==> src/rtl/pipe_memory_pkg.sv <==
// Shared definitions for the MEM pipeline stage.
// Holds the stage FSM encoding, the busy-counter width and the default
// memory timeout used by pipe_memory.
package pipe_memory_pkg;

  typedef enum logic [1:0] {
    ST_IDLE   = 2'b00,
    ST_BUSY   = 2'b01,
    ST_HALTED = 2'b10
  } state_t;

  localparam int CNT_W           = 8;
  localparam int TIMEOUT_DEFAULT = 255;

endpackage

==> src/rtl/pipe_memwb.sv <==
// MEM/WB pipeline register bank; loads on en, 1-cycle latency.
// bubble has priority over en: it clears q_regwrite and q_halt (q_halt is
// kept only when halt_keep=1), leaving the data fields untouched.
// Ports: clk, rst (async high), en, bubble, halt_keep, d_* in, q_* out.
module pipe_memwb
  import pipe_memory_pkg::*;
(
  input  logic        clk,
  input  logic        rst,
  input  logic        en,
  input  logic        bubble,
  input  logic        halt_keep,
  input  logic [15:0] d_writedata,
  input  logic [2:0]  d_writereg,
  input  logic        d_regwrite,
  input  logic        d_halt,
  output logic [15:0] q_writedata,
  output logic [2:0]  q_writereg,
  output logic        q_regwrite,
  output logic        q_halt
);

  always_ff @(posedge clk or posedge rst) begin
    if (rst) begin
      q_writedata <= 16'h0000;
      q_writereg  <= 3'd0;
      q_regwrite  <= 1'b0;
      q_halt      <= 1'b0;
    end else if (bubble) begin
      q_regwrite <= 1'b0;
      q_halt     <= halt_keep & q_halt;
    end else if (en) begin
      q_writedata <= d_writedata;
      q_writereg  <= d_writereg;
      q_regwrite  <= d_regwrite;
      q_halt      <= d_halt;
    end
  end

endmodule

==> src/rtl/pipe_memory.sv <==
// MEM stage: issues one-cycle data-memory request strobes, stalls the
// upstream pipeline until mem_done (or a TIMEOUT-cycle watchdog expiry,
// which sets sticky mem_err and returns 0 data), then loads MEM/WB.
// Ports: clk, rst (async high), d_* EX/MEM fields, mem_* memory side,
// stall to upstream, q_* MEM/WB outputs, mem_err.
module pipe_memory
  import pipe_memory_pkg::*;
#(
  parameter int TIMEOUT = TIMEOUT_DEFAULT
) (
  input  logic        clk,
  input  logic        rst,
  input  logic [15:0] d_PC_incr,
  input  logic [15:0] d_ALU_out,
  input  logic [15:0] d_mem_write_data,
  input  logic        d_mem_read,
  input  logic        d_mem_write,
  input  logic        d_memtoreg,
  input  logic        d_regwrite,
  input  logic        d_jumpl,
  input  logic        d_halt,
  input  logic [2:0]  d_writereg,
  output logic [15:0] mem_addr,
  output logic [15:0] mem_wdata,
  output logic        mem_rd_req,
  output logic        mem_wr_req,
  input  logic [15:0] mem_rdata,
  input  logic        mem_done,
  output logic        stall,
  output logic [15:0] q_writedata,
  output logic [2:0]  q_writereg,
  output logic        q_regwrite,
  output logic        q_halt,
  output logic        mem_err
);

  // The watchdog fires on the TIMEOUT-th BUSY cycle (counter starts at 0).
  localparam logic [CNT_W-1:0] TO_LIM = CNT_W'(TIMEOUT - 1);

  state_t           state, state_nxt;
  logic [CNT_W-1:0] cnt;
  logic             rd_req_c, wr_req_c, stall_c;
  logic             cnt_clr, cnt_inc, err_set, timeout_hit;
  logic             capture, bubble, halt_keep;
  logic [15:0]      wb_data;

  always_ff @(posedge clk or posedge rst) begin
    if (rst) begin
      state   <= ST_IDLE;
      cnt     <= '0;
      mem_err <= 1'b0;
    end else begin
      state <= state_nxt;
      if (cnt_clr)
        cnt <= '0;
      else if (cnt_inc && cnt != '1)
        cnt <= cnt + 1'b1;
      if (err_set)
        mem_err <= 1'b1;
    end
  end

  always_comb begin
    state_nxt   = state;
    rd_req_c    = 1'b0;
    wr_req_c    = 1'b0;
    stall_c     = 1'b0;
    cnt_clr     = 1'b0;
    cnt_inc     = 1'b0;
    err_set     = 1'b0;
    timeout_hit = 1'b0;
    capture     = 1'b0;
    bubble      = 1'b0;
    halt_keep   = 1'b0;
    case (state)
      ST_IDLE: begin
        if (d_mem_read || d_mem_write) begin
          // Read wins when both are set; the write is dropped.
          rd_req_c  = d_mem_read;
          wr_req_c  = d_mem_write & ~d_mem_read;
          stall_c   = 1'b1;
          bubble    = 1'b1;
          cnt_clr   = 1'b1;
          state_nxt = ST_BUSY;
        end else begin
          capture = 1'b1;
          if (d_halt)
            state_nxt = ST_HALTED;
        end
      end
      ST_BUSY: begin
        if (mem_done) begin
          capture   = 1'b1;
          state_nxt = d_halt ? ST_HALTED : ST_IDLE;
        end else if (cnt >= TO_LIM) begin
          timeout_hit = 1'b1;
          err_set     = 1'b1;
          capture     = 1'b1;
          state_nxt   = d_halt ? ST_HALTED : ST_IDLE;
        end else begin
          stall_c = 1'b1;
          bubble  = 1'b1;
          cnt_inc = 1'b1;
        end
      end
      ST_HALTED: begin
        bubble    = 1'b1;
        halt_keep = 1'b1;
      end
      default: state_nxt = ST_IDLE;
    endcase
  end

  // Upstream holds EX/MEM while stalled, so these stay stable through BUSY.
  assign mem_addr  = d_ALU_out;
  assign mem_wdata = d_mem_write_data;

  // Strobes and stall are combinational; force them low while in reset.
  assign mem_rd_req = rd_req_c & ~rst;
  assign mem_wr_req = wr_req_c & ~rst;
  assign stall      = stall_c & ~rst;

  always_comb begin
    if (d_jumpl)
      wb_data = d_PC_incr;
    else if (d_memtoreg)
      wb_data = timeout_hit ? 16'h0000 : mem_rdata;
    else
      wb_data = d_ALU_out;
  end

  pipe_memwb u_memwb (
    .clk         (clk),
    .rst         (rst),
    .en          (capture),
    .bubble      (bubble),
    .halt_keep   (halt_keep),
    .d_writedata (wb_data),
    .d_writereg  (d_writereg),
    .d_regwrite  (d_regwrite),
    .d_halt      (d_halt),
    .q_writedata (q_writedata),
    .q_writereg  (q_writereg),
    .q_regwrite  (q_regwrite),
    .q_halt      (q_halt)
  );

endmodule

==> config.mk <==
export PLATFORM = sky130hd
export DESIGN_NAME = pipe_memory
export DESIGN_NICKNAME = d
export VERILOG_FILES = /design/src/rtl/pipe_memory_pkg.sv /design/src/rtl/pipe_memwb.sv /design/src/rtl/pipe_memory.sv
export SDC_FILE = /design/constraint.sdc
export NUM_CORES = 1
export LEC_CHECK = 0
export BUFFER_PORTS_ARGS = -buffer_cell sky130_fd_sc_hd__buf_2
export CORE_AREA = 2 2 71 73
export DETAILED_ROUTE_END_ITERATION = 12
export DIE_AREA = 0 0 73 75
export PLACE_DENSITY_LB_ADDON = 0.2
export SLEW_MARGIN = 10
export SYNTH_ARGS = -nofsm -noshare
export SYNTH_HDL_FRONTEND = slang
export SYNTH_SLANG_ARGS = --single-unit
==> constraint.sdc <==
create_clock -name clk -period 3.19 [get_ports clk]
set_input_delay 0 -clock clk [delete_from_list [all_inputs] [get_ports clk]]
set_output_delay 0 -clock clk [all_outputs]
set_load 0.02 [all_outputs]
==> metrics.txt <==
CTS tree yes; clk_lat worst skew 0.28 ns; top cell type's share of synthesized area 0.386; slew at the pin closest to its max-slew limit 1.00 ns; Reg2Reg Setup Slack 0.87 ns; Core Box Area 0.00466 mm^2; crit path max-delay cell type o221ai_2; peak supply drop 0.000414 V; Worst EP required 3.35 ns; Post-route DRC 0; drt initial violations 61; synth cell count leaders buf_4, dfrtp_1, nand3_1, mux2_2, nand2b_1; worst min-delay path category input pin to output pin; Post-synth EDFFs 0; Post-Synth XOR/XNOR Area 0.0127; area share of and/or/nand/nor cells after synthesis 0.184; antenna viol nets, final 0; CP arrival 2.48 ns; clock sinks 32; post-route minimum period 2.32 ns; Synth Area per Inst 9.53 um^2; Worst slew margin 0.328; final wirelength 4.78 mm; Rows 25; Reg clk slew, reported paths 0.07 ns; WL/cell 13.9 um; Max clock buf depth 2; # IOs 133; mux cell area share after synthesis 0.108; CP peak stage delay 0.42 ns; register bit count reported by yosys 32; Initial Util 0.446; area of the mapped netlist 0.00208 mm^2; worst-path maximum fanout 15; cells along the critical path inv_1 > ha_1 > o211ai_1 > nor2_1 > o221ai_2 > buf_4 > mux2_2; hold_ws 0.00000881 ns; share of layout cells above drive strength 1 0.460; first-pass GRT wire length 7.22 mm; Layout fillers 438; overall power 1.81 mW; Root Buffer clkbuf_8; unrepaired setup endpoints after global routing no; vias per inst 5.30; maxcap violations 0; largest net degree at the start of global routing 34; vias in the first global route 1658; largest family of logic cells by synthesized area simple AND/OR/NAND/NOR gates; number of diodes 0; CP endpoint kind flop; drt first pass iters 4; power per cell area 717 mW/mm^2; WS Path Type flop to flop; Post-Synthesis Cells 218; DIE HEIGHT 75 um; max frequency 432 MHz; period utilization 0.726; Synth Warn # 0; post-CTS resize count 0; max-slew violations 0; largest area contributor in the netlist dfrtp_1; Fin. Hold Viols 0; clk_skew 0.00631 ns; Adder-Cell Fraction of Synth Area 0.0120; leakage power 1.23 nW; Die W 73 um; Most used DFF post-synth dfrtp_1; asr flop ratio synth 1.00; Port Buf Inserts 100; die footprint 0.00548 mm^2; setup TNS 0 ns; dpl hpwl 3.61 mm; endpoints failing setup 0; Nets 369; # H-tree levels 2; status finished clean; grt ovf 0; total track usage 0.170; count of different cell masters after synthesis 39; Area contributors post-synth dfrtp_1, buf_4, mux2_2; most frequent cell after synthesis buf_4; total CTS buffers 5; vias 1828; initial antenna violation count 0; area grow syn2layout 21.7%; post-synthesis sequential area ratio 0.386; complex-gate fraction of the synthesized area 0.142; crit start category flop; Mapped Nets 296; GPL Wtd Cong 0.880
==> cells by family after synthesis <==
kind of cell | count (synthesis)
AND/OR/NAND/NOR | 65
buffers and inverters | 49
AO/OA/AOI/OAI | 47
flip-flops | 32
multiplexers | 20
XOR/XNOR | 3
adder cells (fa/ha/maj) | 2
==> flip-flops by register name, indices dropped and copies added, names as in the netlist <==
signal	count
u_memwb.q_writereg	3
mem_err	1
state	2
cnt	8
u_memwb.q_halt	1
u_memwb.q_writedata	16
u_memwb.q_regwrite	1
==> power breakdown <==
part	total [mW]	switching (mW)	internal [mW]
clock network	0.329	0.137	0.192
registers	0.670	0.105	0.565
logic	0.813	0.453	0.360
total	1.81	0.696	1.12
==> metrics by stage <==
step | area [um^2] | util | std cells | worst slack, ns
6_report | 2530 | 0.542 | 345 | 0.873
5_1_grt | 2530 | 0.542 | 345 | 0.697
4_1_cts | 2530 | 0.542 | 345 | 0.843
3_5_place_dp | 2370 | 0.509 | 332 | 0.871
3_3_place_gp | 2370 | 0.509 | 332 | 0.910
2_1_floorplan | 2080 | - | 218 | 1.22
==> layout by cell type, fill, tap and decap left out, types with 2 or more instances in the layout <==
| cell | count |
|---|---|
| clkbuf_8 | 7 |
| dlygate4sd3_1 | 6 |
| ha_1 | 2 |
| inv_1 | 6 |
| xnor2_1 | 3 |
| nor2_1 | 8 |
| a22oi_1 | 15 |
| a211oi_1 | 2 |
| nand4_1 | 2 |
| buf_2 | 100 |
| a31oi_1 | 2 |
| mux2_2 | 19 |
| nand2_1 | 4 |
| o21ai_1 | 9 |
| nand2b_1 | 18 |
| dfrtp_1 | 32 |
| o21ai_0 | 11 |
| a21oi_1 | 3 |
| nand3_1 | 20 |
| and2_1 | 2 |
| buf_4 | 3 |
==> timing repair <==
| action | CTS | global route |
|---|---|---|
| endpoints found under the hold margin | 38 | 0 |
| hold buffers | 6 | 0 |
| buffers inserted | 0 | 0 |
==> worst max-delay path, delay by kind of cell, from the launching register on <==
kind,cells,cell delay [ns]
buffers and inverters,2,0.37
DFF,1,0.40
AOI/OAI and AO/OA,2,0.74
adders and majority gates,1,0.21
muxes,1,0.35
and+or+nand+nor,1,0.12
==> metal layers <==
| metal | part of all wire | global-route usage | vias up |
|---|---|---|---|
| li1 | - | - | 886 |
| met1 | 0.43 | 0.208 | 849 |
| met2 | 0.48 | 0.292 | 89 |
| met3 | 0.076 | 0.0469 | 4 |
| met4 | 0.0080 | 0.0514 | 0 |
| met5 | 0 | 0 | - |
==> cell type report <==
cell class | instances | area (um^2) | share of cell area
inverter | 6 | 22.5 | 0.00891
sequential | 32 | 801 | 0.317
timing repair buffer | 109 | 583 | 0.231
clock buffer | 7 | 96.3 | 0.0381
tap | 54 | 67.6 | 0.0267
multi-input combinational | 137 | 957 | 0.379
==> final timing paths <==
path                                           from                                   to  cells past startpoint
worst max-delay path             cnt[0]$_DFFE_PP0P_  u_memwb.q_writedata[10]$_DFFE_PP0P_                      7
worst min-delay path            d_mem_write_data[5]                         mem_wdata[5]                      0
min in group asynchronous                       rst                 state[0]$_DFFE_PP0P_                      4
worst min register to register  mem_err$_DFFE_PP0P_                  mem_err$_DFFE_PP0P_                      1
worst max register to register   cnt[0]$_DFFE_PP0P_  u_memwb.q_writedata[10]$_DFFE_PP0P_                      7
max in group asynchronous                       rst   u_memwb.q_writedata[6]$_DFFE_PP0P_                      4
(Power assumes the default switching activity.)
